[src/rtl/stream_mux_pkg.sv]
// ---------------------------------------------------------------------------
// stream_mux_pkg
// Shared constants for the stream multiplexer: FSM state encoding, selection
// mode encoding and a ceil(log2) helper used to validate the channel-index
// width parameter at elaboration time.
// ---------------------------------------------------------------------------
package stream_mux_pkg;

    // Arbiter FSM: ARB = no packet open, PKT = grant locked to one channel
    localparam logic ST_ARB = 1'b0;
    localparam logic ST_PKT = 1'b1;

    // Selection mode: fixed select bus or round-robin
    localparam logic MODE_SEL = 1'b0;
    localparam logic MODE_RR  = 1'b1;

    // Smallest r with 2**r >= value (value of 1 gives 0)
    function automatic int unsigned clog2(input int unsigned value);
        int unsigned result;
        result = 0;
        for (int unsigned i = 0; i < 32; i++) begin
            if ((64'd1 << i) < 64'(value)) begin
                result = i + 1;
            end
        end
        return result;
    endfunction

endpackage

[src/rtl/stream_mux_rr_pick.sv]
// ---------------------------------------------------------------------------
// rr_pick
// Combinational round-robin picker. Returns the first requesting channel
// after ptr, searching ptr+1, ptr+2, ... modulo CHANNELS.
//   req  in   CHANNELS  request vector, one bit per channel
//   ptr  in   SEL_W     channel served most recently (lowest priority)
//   idx  out  SEL_W     winning channel (meaningful only when any=1)
//   any  out  1         at least one request is present
// ---------------------------------------------------------------------------
module rr_pick
    import stream_mux_pkg::*;
#(
    parameter int CHANNELS = 4,
    parameter int SEL_W    = 2
) (
    input  logic [CHANNELS-1:0] req,
    input  logic [SEL_W-1:0]    ptr,
    output logic [SEL_W-1:0]    idx,
    output logic                any
);

    // One extra bit so start+offset (at most 2*CHANNELS-2) never wraps
    localparam int CW = SEL_W + 1;
    localparam logic [CW-1:0] NCH = CW'(CHANNELS);

    logic [CW-1:0]         startIdx;
    logic [2*CHANNELS-1:0] doubled;
    logic [CHANNELS-1:0]   rotated;
    logic [CW-1:0]         winner;
    logic                  found;

    // Search starts one past the last served channel, wrapping at CHANNELS
    always_comb begin
        startIdx = {1'b0, ptr} + CW'(1);
        if (startIdx >= NCH) begin
            startIdx = startIdx - NCH;
        end
    end

    // Two copies of req side by side let a plain right shift act as a rotate
    assign doubled = {req, req};
    assign rotated = CHANNELS'(doubled >> startIdx);

    // Lowest set bit of the rotated vector, mapped back to a channel number
    always_comb begin
        found  = 1'b0;
        winner = '0;
        for (int k = 0; k < CHANNELS; k++) begin
            if (!found && rotated[k]) begin
                found  = 1'b1;
                winner = startIdx + CW'(k);
            end
        end
        if (winner >= NCH) begin
            winner = winner - NCH;
        end
    end

    assign idx = SEL_W'(winner);
    assign any = |req;

endmodule

[src/rtl/stream_mux.sv]
// ---------------------------------------------------------------------------
// stream_mux
// N-channel valid/ready stream multiplexer with a registered output stage.
// A channel is chosen by the S bus (mode=0) or round-robin (mode=1), and the
// grant is held from the first beat of a packet through its last beat.
//   clk        in   1               rising-edge clock
//   rst        in   1               asynchronous active-high reset
//   mode       in   1               0 = fixed select, 1 = round-robin
//   S          in   SEL_W           channel select for mode=0
//   in_data    in   CHANNELS*WIDTH  channel i at [i*WIDTH +: WIDTH]
//   in_valid   in   CHANNELS        per-channel beat valid
//   in_last    in   CHANNELS        per-channel end-of-packet flag
//   in_ready   out  CHANNELS        per-channel accept, one-hot or zero
//   Y          out  WIDTH           registered output data
//   out_chan   out  SEL_W           source channel of the beat on Y
//   out_last   out  1               registered end-of-packet flag
//   out_valid  out  1               output register holds a beat
//   out_ready  in   1               consumer accept
// ---------------------------------------------------------------------------
module stream_mux
    import stream_mux_pkg::*;
#(
    parameter int WIDTH    = 8,
    parameter int CHANNELS = 4,
    parameter int SEL_W    = 2
) (
    input  logic                      clk,
    input  logic                      rst,
    input  logic                      mode,
    input  logic [SEL_W-1:0]          S,
    input  logic [CHANNELS*WIDTH-1:0] in_data,
    input  logic [CHANNELS-1:0]       in_valid,
    input  logic [CHANNELS-1:0]       in_last,
    output logic [CHANNELS-1:0]       in_ready,
    output logic [WIDTH-1:0]          Y,
    output logic [SEL_W-1:0]          out_chan,
    output logic                      out_last,
    output logic                      out_valid,
    input  logic                      out_ready
);

    if (SEL_W != int'(clog2(CHANNELS)) || CHANNELS < 2 || CHANNELS > 16) begin : g_bad_params
        $error("stream_mux: CHANNELS must be 2..16 and SEL_W must equal clog2(CHANNELS)");
    end

    logic             state_q, state_d;
    logic [SEL_W-1:0] ptr_q, ptr_d;
    logic [SEL_W-1:0] lock_q, lock_d;
    logic [WIDTH-1:0] y_q;
    logic [SEL_W-1:0] chan_q;
    logic             last_q;
    logic             valid_q;

    logic [SEL_W-1:0] rrIdx;
    logic             rrAny;
    logic [SEL_W-1:0] cand;
    logic             candValid;
    logic             candLast;
    logic [WIDTH-1:0] candData;
    logic             candOk;
    logic             loadOk;
    logic             fire;

    rr_pick #(
        .CHANNELS (CHANNELS),
        .SEL_W    (SEL_W)
    ) u_rr_pick (
        .req (in_valid),
        .ptr (ptr_q),
        .idx (rrIdx),
        .any (rrAny)
    );

    // Candidate channel: the locked channel while a packet is open,
    // otherwise whatever the current mode selects
    always_comb begin
        cand = lock_q;
        if (state_q == ST_ARB) begin
            cand = (mode == MODE_RR) ? rrIdx : S;
        end
    end

    // Fetch the candidate's valid/last/data. An out-of-range select matches
    // no channel, so it reads as not valid and nothing is granted.
    always_comb begin
        candValid = 1'b0;
        candLast  = 1'b0;
        candData  = '0;
        for (int i = 0; i < CHANNELS; i++) begin
            if (cand == SEL_W'(i)) begin
                candValid = in_valid[i];
                candLast  = in_last[i];
                candData  = in_data[i*WIDTH +: WIDTH];
            end
        end
    end

    always_comb begin
        if (state_q == ST_ARB && mode == MODE_RR) begin
            candOk = rrAny;
        end else begin
            candOk = candValid;
        end
    end

    // The output register accepts a beat when empty or emptying this cycle
    assign loadOk = ~valid_q | out_ready;
    assign fire   = loadOk & candOk;

    always_comb begin
        in_ready = '0;
        for (int i = 0; i < CHANNELS; i++) begin
            in_ready[i] = fire && (cand == SEL_W'(i));
        end
    end

    // Packet tracking: a non-last beat opens/keeps a lock, a last beat
    // closes it and records the channel as most recently served
    always_comb begin
        state_d = state_q;
        ptr_d   = ptr_q;
        lock_d  = lock_q;
        if (fire) begin
            if (candLast) begin
                state_d = ST_ARB;
                ptr_d   = cand;
            end else begin
                state_d = ST_PKT;
                lock_d  = cand;
            end
        end
    end

    always_ff @(posedge clk or posedge rst) begin
        if (rst) begin
            state_q <= ST_ARB;
            ptr_q   <= SEL_W'(CHANNELS - 1);
            lock_q  <= '0;
        end else begin
            state_q <= state_d;
            ptr_q   <= ptr_d;
            lock_q  <= lock_d;
        end
    end

    // Output stage: a load wins over a drain so a simultaneous transfer
    // keeps out_valid high; data fields are left alone on a plain drain
    always_ff @(posedge clk or posedge rst) begin
        if (rst) begin
            valid_q <= 1'b0;
            y_q     <= '0;
            chan_q  <= '0;
            last_q  <= 1'b0;
        end else if (fire) begin
            valid_q <= 1'b1;
            y_q     <= candData;
            chan_q  <= cand;
            last_q  <= candLast;
        end else if (out_ready) begin
            valid_q <= 1'b0;
        end
    end

    assign Y         = y_q;
    assign out_chan  = chan_q;
    assign out_last  = last_q;
    assign out_valid = valid_q;

endmodule

[config.mk]
export PLATFORM = sky130hd
export DESIGN_NAME = stream_mux
export DESIGN_NICKNAME = d
export VERILOG_FILES = /design/src/rtl/stream_mux_pkg.sv /design/src/rtl/stream_mux_rr_pick.sv /design/src/rtl/stream_mux.sv
export SDC_FILE = /design/constraint.sdc
export NUM_CORES = 1
export LEC_CHECK = 0
export ABC_AREA = 0
export BUFFER_PORTS_ARGS = -buffer_cell sky130_fd_sc_hd__buf_2
export CORE_MARGIN = 5
export CORE_UTILIZATION = 49
export DETAILED_ROUTE_END_ITERATION = 12
export GPL_TIMING_DRIVEN = 0
export MAX_ROUTING_LAYER = met4
export PLACE_DENSITY = 0.8
export SYNTH_ARGS = -nofsm -noshare
export SYNTH_HDL_FRONTEND = slang
export SYNTH_SLANG_ARGS = --single-unit
[constraint.sdc]
create_clock -name clk -period 3.25 [get_ports clk]
set_clock_uncertainty 0.05 [all_clocks]
set_input_delay 0.1625 -clock clk [delete_from_list [all_inputs] [get_ports clk]]
set_output_delay 0.1625 -clock clk [all_outputs]
set_load 0.02 [all_outputs]
Yosys cells after proc, flatten, opt, wreduce, memory -nomap -nowiden --
Cells that the tools add are included.
Word-level totals: flip-flop bits (word level) 17, output and inout port bits 16
Operators by class: add/sub/neg operators 6, order comparisons 2, eq/ne operators 3, shifts and indexed selects 1, multiplexer cells 27, bitwise operators 5, reductions and logical operators 16
Operators by type and width (number):
- $mux W8 | 4
- $mux W1 | 15
- $mux W3 | 5
- $logic_and A1 B1 Y1 | 8
- $shr A8 B3 Y4 | 1
- $add A3 B2 Y3 const B | 2
- $ge A3 B3 Y1 const B | 2
- $mux W2 | 3
- $eq A2 B2 Y1 const B | 2
- $reduce_and A2 Y1 | 2
- $reduce_or A4 Y1 | 1
- $add A2 B1 Y3 const B | 1
- $add A3 B1 Y3 const B | 1
- $logic_not A1 Y1 | 3
- $not A1 Y1 | 3
- $sub A3 B3 Y3 const B | 1
- $eq A2 B1 Y1 const B | 1
- $logic_not A2 Y1 | 1
- $reduce_bool A2 Y1 | 1
- $sub A2 B1 Y2 const B | 1
- $and A1 B1 Y1 | 1
- $or A1 B1 Y1 | 1

Longest topological paths before layout --
Gate-level depths: netlist of the first run.
depth in word-level cells 26, depth in mapped cells 12

Cells and area by module --
From an unflattened synthesis of the first run, not the netlist that was laid out.
Unflattened totals: cells, all modules 124, area total of the unflattened synthesis 1407.6 um^2
Modules (own cells, without submodules):
- stream_mux | instances 1, cells an instance 92, area an instance 1162.4 um^2, sequential area each 427.9 um^2
- rr_pick | instances 1, cells an instance 32, area an instance 245.2 um^2, sequential area each 0.0 um^2

Least setup slack after synthesis of the first run --
OpenSTA, ideal clock, no wires.
path type flip-flop to output port, start point register ptr_q[0], end point output in_ready[0], arrival 2.621 ns, slack 0.416 ns, cell stages (with the launch flop) 9, path buffers 3, path through dfstp_2 -> ha_1 -> buf_6 -> mux2_2 -> a221oi_1 -> a41oi_2 -> buf_6 -> buf_6 -> nor3_1
On the way: word-level cells in the longest chain between the ends 26, elaborated cells between the ends (all ways) 37
Ends and longest elaborated chain:
- from (decl) | RTL line stream_mux.sv:47 | logic [SEL_W-1:0] ptr_q, ptr_d;
- from (signal assigned) | RTL line stream_mux.sv:137 | ptr_q <= SEL_W'(CHANNELS - 1);
- from (signal assigned) | RTL line stream_mux.sv:141 | ptr_q <= ptr_d;
- $add A2 B1 Y3 (*) | RTL line stream_mux_rr_pick.sv:34 | startIdx = {1'b0, ptr} + CW'(1);
- $sub A3 B3 Y3 or $ge A3 B3 Y1 (tied branches) | RTL line stream_mux_rr_pick.sv:36, stream_mux_rr_pick.sv:35
- $mux W3 (*) | RTL line stream_mux_rr_pick.sv:35 | if (startIdx >= NCH) begin
- $shr A8 B3 Y4 | RTL line stream_mux_rr_pick.sv:42 | assign rotated = CHANNELS'(doubled >> startIdx);
- $mux W1 | RTL line stream_mux_rr_pick.sv:49 | if (!found && rotated[k]) begin
- $logic_not A1 Y1 | RTL line stream_mux_rr_pick.sv:49
- $logic_and A1 B1 Y1 | RTL line stream_mux_rr_pick.sv:49
- $mux W1 | RTL line stream_mux_rr_pick.sv:49
- [7 not listed]
- $mux W2 (*) | RTL line stream_mux_rr_pick.sv:54 | if (winner >= NCH) begin
- $mux W2 (*) | RTL line stream_mux.sv:79 | cand = (mode == MODE_RR) ? rrIdx : S;
- $mux W2 (*) | RTL line stream_mux.sv:78 | if (state_q == ST_ARB) begin
- $logic_not A2 Y1 | RTL line stream_mux.sv:90, stream_mux.sv:113
- $mux W1 (4 in a row) | RTL line stream_mux.sv:90 | if (cand == SEL_W'(i)) begin
- $mux W1 | RTL line stream_mux.sv:99 | if (state_q == ST_ARB && mode == MODE_RR) begin
- $and A1 B1 Y1 | RTL line stream_mux.sv:108 | assign fire = loadOk & candOk;
- $logic_and A1 B1 Y1 (*) | RTL line stream_mux.sv:113 | in_ready[i] = fire && (cand == SEL_W'(i));
- to (decl) | RTL line stream_mux.sv:34 | output logic [CHANNELS-1:0] in_ready,
Mark *: on every way between the ends. The rest lies on a longest branch, timed or not.

Final worst setup path of the first run --
start point register ptr_q[0], end point output in_ready[1]
On the way: word-level cells in the longest chain between the ends 26, elaborated cells between the ends (all ways) 37
Ends and longest elaborated chain (RTL line):
- $add A2 B1 Y3 (*) | stream_mux_rr_pick.sv:34
- $sub A3 B3 Y3 or $ge A3 B3 Y1 (tied branches) | stream_mux_rr_pick.sv:36, stream_mux_rr_pick.sv:35
- $mux W3 (*) | stream_mux_rr_pick.sv:35
- $shr A8 B3 Y4 | stream_mux_rr_pick.sv:42
- $mux W1 | stream_mux_rr_pick.sv:49
- $logic_not A1 Y1 | stream_mux_rr_pick.sv:49
- $logic_and A1 B1 Y1 | stream_mux_rr_pick.sv:49
- $mux W1 | stream_mux_rr_pick.sv:49
- [7 not listed]
- $mux W2 (*) | stream_mux_rr_pick.sv:54
- $mux W2 (*) | stream_mux.sv:79
- $mux W2 (*) | stream_mux.sv:78
- $logic_not A2 Y1 | stream_mux.sv:90
- $mux W1 (4 in a row) | stream_mux.sv:90
- $mux W1 | stream_mux.sv:99
- $and A1 B1 Y1 | stream_mux.sv:108
- $logic_and A1 B1 Y1 (*) | stream_mux.sv:113
Marked as above.

==> results.toml, run 1 <==
[drt]
wire_per_inst_um = 13.9
first_pass_iters = 4
routed_wirelength_mm = 3.91
drc_errors = 0
num_vias = 1515
via_per_inst = 5.39
antenna_left = 0
detail_route.iter0.violations = 79

[sta]
min_period_ps = 3120
finalMaxSlewViolations = 0
timing.max_slew.rel_slack = 0.589
finalSetupTns_ps = 0
layout_worst_path_cycle_share = 0.960
clock.fmax_mhz = 320
number_of_endpoints_with_negative_hold_slack_in_the_final_report = 0
worst_slew_pin_slew_ps = 616
fin_ws_ps = 130
rsz0062_at_grt = "yes"
timing.final.setup_violations = 0

[die]
rows = 20
die_area_um2 = 4360
core_um2 = 3030
die-width_um = 66.0
initial_core_utilization = 0.508
fp.dieH_um = 66.0
top_level_ports = 62

[hold_path]
holdPathStages = 3
holdCritPathClass = "in -> reg"

[synthesis]
seq_area_frac_synth = 0.278
ys_seq_elements = 17
number_of_flops_mapped_to_enable_cells_by_yosys = 0
post_synth_inst_count = 170
synth.net_count = 218
netlist_area_um2 = 1540
synth.yosys.warnings = 0
syn_area_per_cell_um2 = 9.05
yosys_most_used_dff = "dfrtp_1"
netlist-cell-type-count = 56
postSynth.asyncResetShare = 1.00

[global_routing]
grt_pass1_wl_mm = 6.42
grt.overflow.total = 0
grt_antenna_before_repair = 0
grt_start_max_net_pins = 18
grt_util_overall = 0.190
grt_pass1_vias = 1497

[placement]
dpl_worst_slack_ps = 212
post_dp_cell_area_um2 = 1880
dp_cells = 272
portBuffers = 58
place.gp.congestion = 0.905
dp_hpwl_mm = 3.12

[clock_tree]
htree_num_levels = 1
clock_tree.buffer_depth = 2
ctsRootBufferMaster = "clkbuf_4"
path_clk_slew_ps = 100
cts_inserted_buffers = 3
clock_insertion_delay_worst_skew_ps = 280
cts.sink_count = 17
cts_tree = "built"

[setup_path]
worstRegToRegCells = 11
cp.arrival_ps = 2910
critical_path.endpoint_type = "output port"
path_class = "reg -> out"
cp-start-kind = "flip-flop"
cp.required_ps = 3040
worst-path-max-fanout = 10

[power_and_ir_drop]
power-per-cell-area_nw_per_um2 = 1060
vdd_ir_drop_max_uv = 650
p_leak_nw = 0.932

[outcome]
status = "completed"

[final_layout]
stdcell_count = 281
finish.net_count = 286
fin_area_um2 = 1970
antenna-diode-count = 0
syn_to_final_growth_pct = 28.4
layout-drive-gt1-share = 0.468

[flow_run]
cap_viol_max_count = 0
==> path summary, 6_finish.rpt <==
path / startpoint / slack, ps / endpoint
worst max-delay path: ptr_q[0]$_DFFE_PP1P_ / 130 / in_ready[1]
worst min-delay path: out_ready / 90 / out_valid$_DFFE_PP0P_
worst max register to register: ptr_q[0]$_DFFE_PP1P_ / 280 / Y[3]$_DFFE_PP0P_
worst min register to register: out_last$_DFFE_PP0P_ / 440 / out_last$_DFFE_PP0P_
max in group asynchronous: rst / 2320 / Y[1]$_DFFE_PP0P_
min in group asynchronous: rst / 440 / Y[6]$_DFFE_PP0P_
==> Yosys cell counts, types with 2 or more instances <==
cell / n / share of area
a211o_1: 2 / 0.011
a21oi_1: 5 / 0.016
a221oi_1: 2 / 0.011
a41o_1: 2 / 0.013
buf_2: 4 / 0.013
buf_6: 5 / 0.037
dfrtp_1: 15 / 0.24
dfstp_2: 2 / 0.034
ha_1: 2 / 0.016
inv_1: 3 / 0.0073
mux2_2: 11 / 0.081
mux2_4: 2 / 0.020
mux2i_1: 10 / 0.065
nand2_1: 28 / 0.068
nand2b_1: 4 / 0.016
nand4_1: 2 / 0.0081
nor2_1: 7 / 0.017
nor2b_1: 3 / 0.012
nor3_1: 3 / 0.0098
nor4b_1: 3 / 0.017
o211ai_1: 2 / 0.0098
o21ai_0: 12 / 0.039
o21ai_1: 8 / 0.026
==> report_power, final <==
group | total, mW | switching [mW] | internal (mW)
Sequential | 0.392 | 0.0636 | 0.328
Clock | 0.113 | 0.0653 | 0.0476
Combinational | 1.60 | 0.897 | 0.698
==> layout make-up <==
| type | instances | area [µm²] |
|---|---|---|
| well taps | 44 | 55.1 |
| fillers | 290 | 1050 |
| flip-flops and latches | 17 | 428 |
| inverters | 3 | 11.3 |
| plain buffers | 13 | 98.8 |
| repair buffers | 63 | 335 |
| clock buffers | 4 | 26.3 |
| multi-input cells | 137 | 1020 |
==> kinds of logic (layout without fill, tap and decap cells) <==
logic type | Yosys count | in the layout | synth area share
DFF | 17 | 17 | 0.278
muxes | 24 | 24 | 0.182
buffers and inverters | 16 | 83 | 0.0700
AOI/OAI and AO/OA | 48 | 48 | 0.237
and+or+nand+nor | 63 | 63 | 0.216
adders and majority gates | 2 | 2 | 0.0163
==> sequential cells by signal, summed over array words and instances (netlist names) <==
name / cells
Y: 8
lock_q: 2
out_chan: 2
ptr_q: 2
out_last: 1
out_valid: 1
state_q: 1
==> routing by layer <==
metal  track usage  up-vias  share of wire
met5             -        -              0
met4        0.0406        0         0.0069
met3        0.0340        4          0.051
met2         0.318       38           0.50
met1         0.240      719           0.44
li1              -      754              -
==> stage by stage <==
step | hold WS (ps) | total power, mW | util
5_1_grt | 101 | 2.30 | 0.652
2_1_floorplan | 37.1 | 1.59 | -
3_5_place_dp | 224 | 1.93 | 0.622
4_1_cts | 82.4 | 2.06 | 0.639
3_3_place_gp | 226 | 1.89 | 0.622
6_report | 85.1 | 2.10 | 0.652
==> timing repair <==
item                                    in CTS  in global routing
buffers inserted                             2                  2
hold buffers                                 1                  0
resized for setup                            0                  7
pin swaps                                    1                  2
hold endpoints to repair                    15                  0
endpoints found under the setup margin       2                  4
==> critical path, stage by stage (launching register included) <==
cell and delay (ps):
dfstp_2 580, buf_4 130, mux2_2 360, nor2_2 110, o21ai_1 80, a41o_1 300
and2_4 180, a211o_4 370, clkbuf_4 200, nor3_1 130, buf_2 190
==> cells in the final DEF (no fill, tap or decap), drive strengths merged, types with 2 or more instances in the layout <==
| cell | Yosys | final |
|---|---|---|
| buf | 11 | 72 |
| nand2 | 29 | 29 |
| o21ai | 21 | 21 |
| dfrtp | 15 | 15 |
| mux2 | 13 | 13 |
| mux2i | 10 | 10 |
| nor2 | 8 | 8 |
| clkbuf | 2 | 7 |
| a21oi | 6 | 6 |
| nor3 | 5 | 5 |
| nand2b | 4 | 4 |
| inv | 3 | 3 |
| nor2b | 3 | 3 |
| nor4b | 3 | 3 |
| a211oi | 3 | 3 |
| o211ai | 2 | 2 |
| a221oi | 2 | 2 |
| nand4 | 2 | 2 |
| a41o | 2 | 2 |
| ha | 2 | 2 |
| dfstp | 2 | 2 |
| a211o | 2 | 2 |
Power figures use the tool's default switching activity.
==> inputs of run 2 (changes only) <==
--- a/config.mk
+++ b/config.mk
@@ -8,5 +8,4 @@
 export ABC_AREA = 0
 export BUFFER_PORTS_ARGS = -buffer_cell sky130_fd_sc_hd__buf_2
-export CORE_MARGIN = 5
 export CORE_UTILIZATION = 49
 export DETAILED_ROUTE_END_ITERATION = 12
==> constraint.sdc (replaced) <==
create_clock -name clk -period 3.25 [get_ports clk]
set_clock_uncertainty 0.05 [all_clocks]
set_input_delay 0.65 -clock clk [delete_from_list [all_inputs] [get_ports clk]]
set_output_delay 0.65 -clock clk [all_outputs]
set_load 0.02 [all_outputs]
==> run 2 against run 1 <==
The flow now finishes with violations (DRC, setup timing). Critical path depth unchanged. Cell count up 1.1%. Sequential share of layout area is 2.5 points lower. Fmax is 5.0% lower. First-iteration DRC count rose to 2.6 times the previous value. Count of clock-buffer cells in the layout decreased by 1. Critical path type unchanged.
==> results.toml, run 2 (same netlist as run 1, synthesis figures left out) <==
[power_and_ir_drop]
power-per-cell-area_nw_per_um2 = 1150
p_leak_nw = 1.04
vdd_ir_drop_max_uv = 613

[sta]
layout_worst_path_cycle_share = 1.01
rsz0062_at_grt = "yes"
finalSetupTns_ps = -110
min_period_ps = 3290
number_of_endpoints_with_negative_hold_slack_in_the_final_report = 0
timing.max_slew.rel_slack = 0.560
finalMaxSlewViolations = 0
clock.fmax_mhz = 304
fin_ws_ps = -35.1
timing.final.setup_violations = 4
worst_slew_pin_slew_ps = 659

[setup_path]
critical_path.endpoint_type = "output port"
cp.required_ps = 2550
path_class = "reg -> out"
cp.arrival_ps = 2590
worst-path-max-fanout = 4
cp-start-kind = "flip-flop"
worstRegToRegCells = 12

[placement]
dp_hpwl_mm = 2.85
dp_cells = 259
portBuffers = 58
place.gp.congestion = 0.808

[clock_tree]
ctsRootBufferMaster = "clkbuf_4"
clock_insertion_delay_worst_skew_ps = 290
clock_tree.buffer_depth = 2
cts_inserted_buffers = 3
cts.sink_count = 17
cts_tree = "built"
path_clk_slew_ps = 110
hold_buffers_post_cts = 0
htree_num_levels = 1

[final_layout]
finish.net_count = 302
largest_register_ffs = 8
final_common_cell = "buf_2"
final_core_utilization = 0.784
syn_to_final_growth_pct = 45.5
final_cell_mix = "58 x buf_2, 27 x nand2_1, 23 x buf_4, 15 x dfrtp_1, 12 x o21ai_0"
stdcell_count = 284
layout.filler_cells = 202
antenna-diode-count = 0
layout-drive-gt1-share = 0.557

[flow_run]
cap_viol_max_count = 0

[die]
die-width_um = 58.0
rows = 19
fp.dieH_um = 58.0
initial_core_utilization = 0.539
top_level_ports = 62
core_um2 = 2850
die_area_um2 = 3370

[global_routing]
grt_pass1_vias = 1625
grt_pass1_wl_mm = 7.19
grt_util_overall = 0.284
grt.overflow.total = 0
grt_start_max_net_pins = 18
grt_antenna_before_repair = 0

[drt]
wire_per_inst_um = 16.5
first_pass_iters = 8
antenna_left = 0
drc_errors = 1
detail_route.iter0.violations = 209
routed_wirelength_mm = 4.67
num_vias = 1640
via_per_inst = 5.77

[outcome]
violations = "DRC, setup timing"
status = "complete, but fails checks"

[hold_path]
holdCritPathClass = "in -> async"
run 2: worst paths after layout:
| path | slack (ps) | from | endpoint |
|---|---|---|---|
| max | -40 | ptr_q[0]$_DFFE_PP1P_ | in_ready[2] |
| min | 380 | rst | out_last$_DFFE_PP0P_ |
| max reg2reg | 140 | ptr_q[0]$_DFFE_PP1P_ | Y[0]$_DFFE_PP0P_ |
| min reg2reg | 450 | Y[1]$_DFFE_PP0P_ | Y[1]$_DFFE_PP0P_ |
| max in group asynchronous | 2350 | rst | Y[4]$_DFFE_PP0P_ |
| min in group clk | 450 | Y[1]$_DFFE_PP0P_ | Y[1]$_DFFE_PP0P_ |
run 2: area by class of cell:
class / instances / area (µm²) / area share
buffer: 11 / 83.8 / 0.0375
multi-input combinational: 137 / 1160 / 0.520
timing repair buffer: 81 / 485 / 0.217
inverter: 3 / 11.3 / 0.00503
tap: 31 / 38.8 / 0.0173
clock buffer: 3 / 22.5 / 0.0101
clock inverter: 1 / 5.00 / 0.00224
sequential: 17 / 428 / 0.191
run 2: metrics by stage:
stage / worst slack [ps] / cell area [µm²] / power (mW) / hold WS (ps)
floorplan: -88.6 / 1540 / 1.59 / 422
global placement: -226 / 1870 / 1.90 / 411
detailed placement: -235 / 1870 / 1.92 / 408
CTS: -6.66 / 2140 / 2.36 / 383
global route: -132 / 2240 / 2.75 / 425
finish: -35.1 / 2240 / 2.58 / 378
run 2: repair_timing:
action / in CTS / in global routing
gates cloned: 1 / 0
endpoints found under the setup margin: 4 / 13
pin swaps: 12 / 9
setup buffers: 20 / 4
resized for setup: 23 / 15
run 2: worst max-delay path, stage by stage, from the launching register on:
cell and delay [ps]:
dfstp_2 600, buf_6 130, mux4_1 590, o21ai_2 80, a41o_1 210, and2_4 200, a211oi_4 60, buf_4 180
nand2_8 70, nor2_4 40, buf_6 120
run 2: routing by layer:
metal / vias to the layer above / wire [µm] / GRT usage
met4: 0 / 22 / 0.0374
li1: 790 / - / -
met2: 63 / 2480 / 0.506
met1: 785 / 1950 / 0.352
met3: 2 / 223 / 0.0357
met5: - / 0 / -
run 2: power by group:
part	internal (mW)	total [mW]	switching, mW
Combinational	0.938	2.07	1.13
Sequential	0.328	0.399	0.0713
Clock	0.0458	0.117	0.0708
==> inputs of run 3 (changes only) <==
Settings changed: TNS_END_PERCENT set to 1.
==> run 3 against run 2 <==
The flow still finishes with violations (DRC, setup timing). Worst setup slack worse by 180 ps. Design area is 3.0% higher. Global-route usage is 1.3 points higher. Fmax is 5.3% lower. Die area stayed put. Via count is 5.4% higher. Register-to-register slack worse by 240 ps. Sequential power is 2% higher. Combinational power is 7% higher. Critical path type unchanged. Largest power group unchanged.
==> results.toml, run 3 (same netlist as run 1, synthesis figures left out) <==
[outcome]
status = "complete, but fails checks"
violations = "DRC, setup timing"

[final_layout]
layout.filler_cells = 170
finish.net_count = 306
layout-drive-gt1-share = 0.568
final_core_utilization = 0.808
final_common_cell = "buf_2"
final_cell_mix = "58 x buf_2, 27 x nand2_1, 19 x buf_4, 16 x buf_6, 15 x dfrtp_1"
syn_to_final_growth_pct = 49.9
antenna-diode-count = 0
largest_register_ffs = 8

[die]
die-width_um = 58.0
top_level_ports = 62
rows = 19
fp.dieH_um = 58.0
initial_core_utilization = 0.539
core_um2 = 2850
die_area_um2 = 3370

[flow_run]
cap_viol_max_count = 0

[drt]
detail_route.iter0.violations = 146
wire_per_inst_um = 17.2
antenna_left = 0
first_pass_iters = 8
num_vias = 1728
drc_errors = 2
via_per_inst = 6.00
routed_wirelength_mm = 4.95

[clock_tree]
cts_tree = "built"
ctsRootBufferMaster = "clkbuf_4"
path_clk_slew_ps = 110
cts.sink_count = 17
clock_tree.buffer_depth = 2
htree_num_levels = 1
clock_insertion_delay_worst_skew_ps = 290
hold_buffers_post_cts = 0
cts_inserted_buffers = 3

[setup_path]
cp.arrival_ps = 2770
path_buf_inv = 2
worstRegToRegCells = 16
cp_cell_sequence = "ha_4, buf_6, mux4_2, o21ai_2, a41o_1, and2_4, a211oi_4, nand2_4, nor2_4, buf_6"
worst_reg2reg_path_startpoint = "ptr_q[0]$_DFFE_PP1P_"
worst-path-max-fanout = 4
critical_path.endpoint_type = "output port"
cp.required_ps = 2550
cp_top_family = "compound AO/OA/AOI/OAI gates"
path_class = "reg -> out"
slowest_delay_ps = 630
critical_path.most_common_cell = "buf_6"
rr_endpoint = "lock_q[0]$_DFFE_PP0P_"
worst-r2r-setup-slack_ps = -100
worst_path_max_delay_cell = "dfstp_2"
cp-start-kind = "flip-flop"

[placement]
dp_hpwl_mm = 2.89
place.gp.congestion = 0.856
portBuffers = 58

[sta]
number_of_endpoints_with_negative_hold_slack_in_the_final_report = 0
min_period_ps = 3470
fin_ws_ps = -220
rsz0062_at_grt = "yes"
timing.final.setup_violations = 6
timing.max_slew.rel_slack = 0.562
clock.fmax_mhz = 288
layout_worst_path_cycle_share = 1.07
worst_slew_pin_slew_ps = 656
finalMaxSlewViolations = 0
finalSetupTns_ps = -985

[global_routing]
grt_util_overall = 0.297
grt_start_max_net_pins = 18
grt_antenna_before_repair = 0
grt_pass1_vias = 1629
grt_pass1_wl_mm = 7.36
grt.overflow.total = 0

[power_and_ir_drop]
vdd_ir_drop_max_uv = 751
power-per-cell-area_nw_per_um2 = 1190
p_leak_nw = 1.08

[hold_path]
holdCritPathClass = "in -> async"
## run 3: changes by cell type in the layout (fill, tap and decap cells not counted), moves of 2 or more
cell,before,now
nor3_4,2,4
nor3_2,2,0
buf_6,8,16
buf_4,23,19
## run 3: per-stage QoR
step	hold slack [ps]	worst slack [ps]	power, mW	cells	cell area (µm²)
6_report	386	-220	2.74	288	2300
3_3_place_gp	408	-224	1.89	259	1870
2_1_floorplan	422	-88.6	1.59	170	1540
3_5_place_dp	413	-253	1.93	259	1870
4_1_cts	409	-81.1	2.44	283	2170
5_1_grt	436	-335	2.91	288	2300
## run 3: worst max path at each step
stage	from	to	slack (ps)	depth (start not counted)
floorplan	in_valid[1]	in_ready[0]	-90	9
global placement	ptr_q[0]$_DFFE_PP1P_	in_ready[2]	-220	11
detailed placement	in_valid[2]	in_ready[0]	-250	11
CTS	ptr_q[1]$_DFFE_PP1P_	in_ready[0]	-80	10
global route	ptr_q[0]$_DFFE_PP1P_	in_ready[3]	-340	10
finish	ptr_q[0]$_DFFE_PP1P_	in_ready[3]	-220	10
## run 3: layout make-up
type                            instances  area, µm²  area share
Inverter                                3       11.3     0.00489
Multi-Input combinational cell        137       1170       0.509
Sequential cell                        17        428       0.186
Buffer                                 11       81.3      0.0353
Clock buffer                            4       26.3      0.0114
Tap cell                               31       38.8      0.0168
Timing Repair Buffer                   85        546       0.237
## run 3: layer usage
metal / GRT usage / part of all wire / vias to the layer above
met5: - / 0 / -
met4: 0.150 / 0.045 / 0
met2: 0.488 / 0.50 / 80
met3: 0.0424 / 0.056 / 22
li1: - / - / 802
met1: 0.356 / 0.39 / 824
## run 3: worst register-to-register path, delay by kind of cell (launching register included)
kind,cells,cell delay [ps]
mux,1,300
flops,1,630
fa+ha+maj,1,240
compound gates,6,980
buf+inv,7,850
simple gates,1,200
## run 3: what timing repair did
item | 4_1_cts | 5_1_grt
pin swaps | 12 | 14
buffers inserted | 20 | 6
endpoints found under the setup margin | 4 | 16
gates resized for setup | 27 | 24
gates cloned | 1 | 0
## run 3: where the power goes
group | switching [mW] | leakage (nW) | total, mW | internal, mW
logic | 1.19 | 0.858 | 2.22 | 1.03
clock network | 0.0669 | 0.0150 | 0.115 | 0.0477
registers | 0.0785 | 0.204 | 0.407 | 0.328
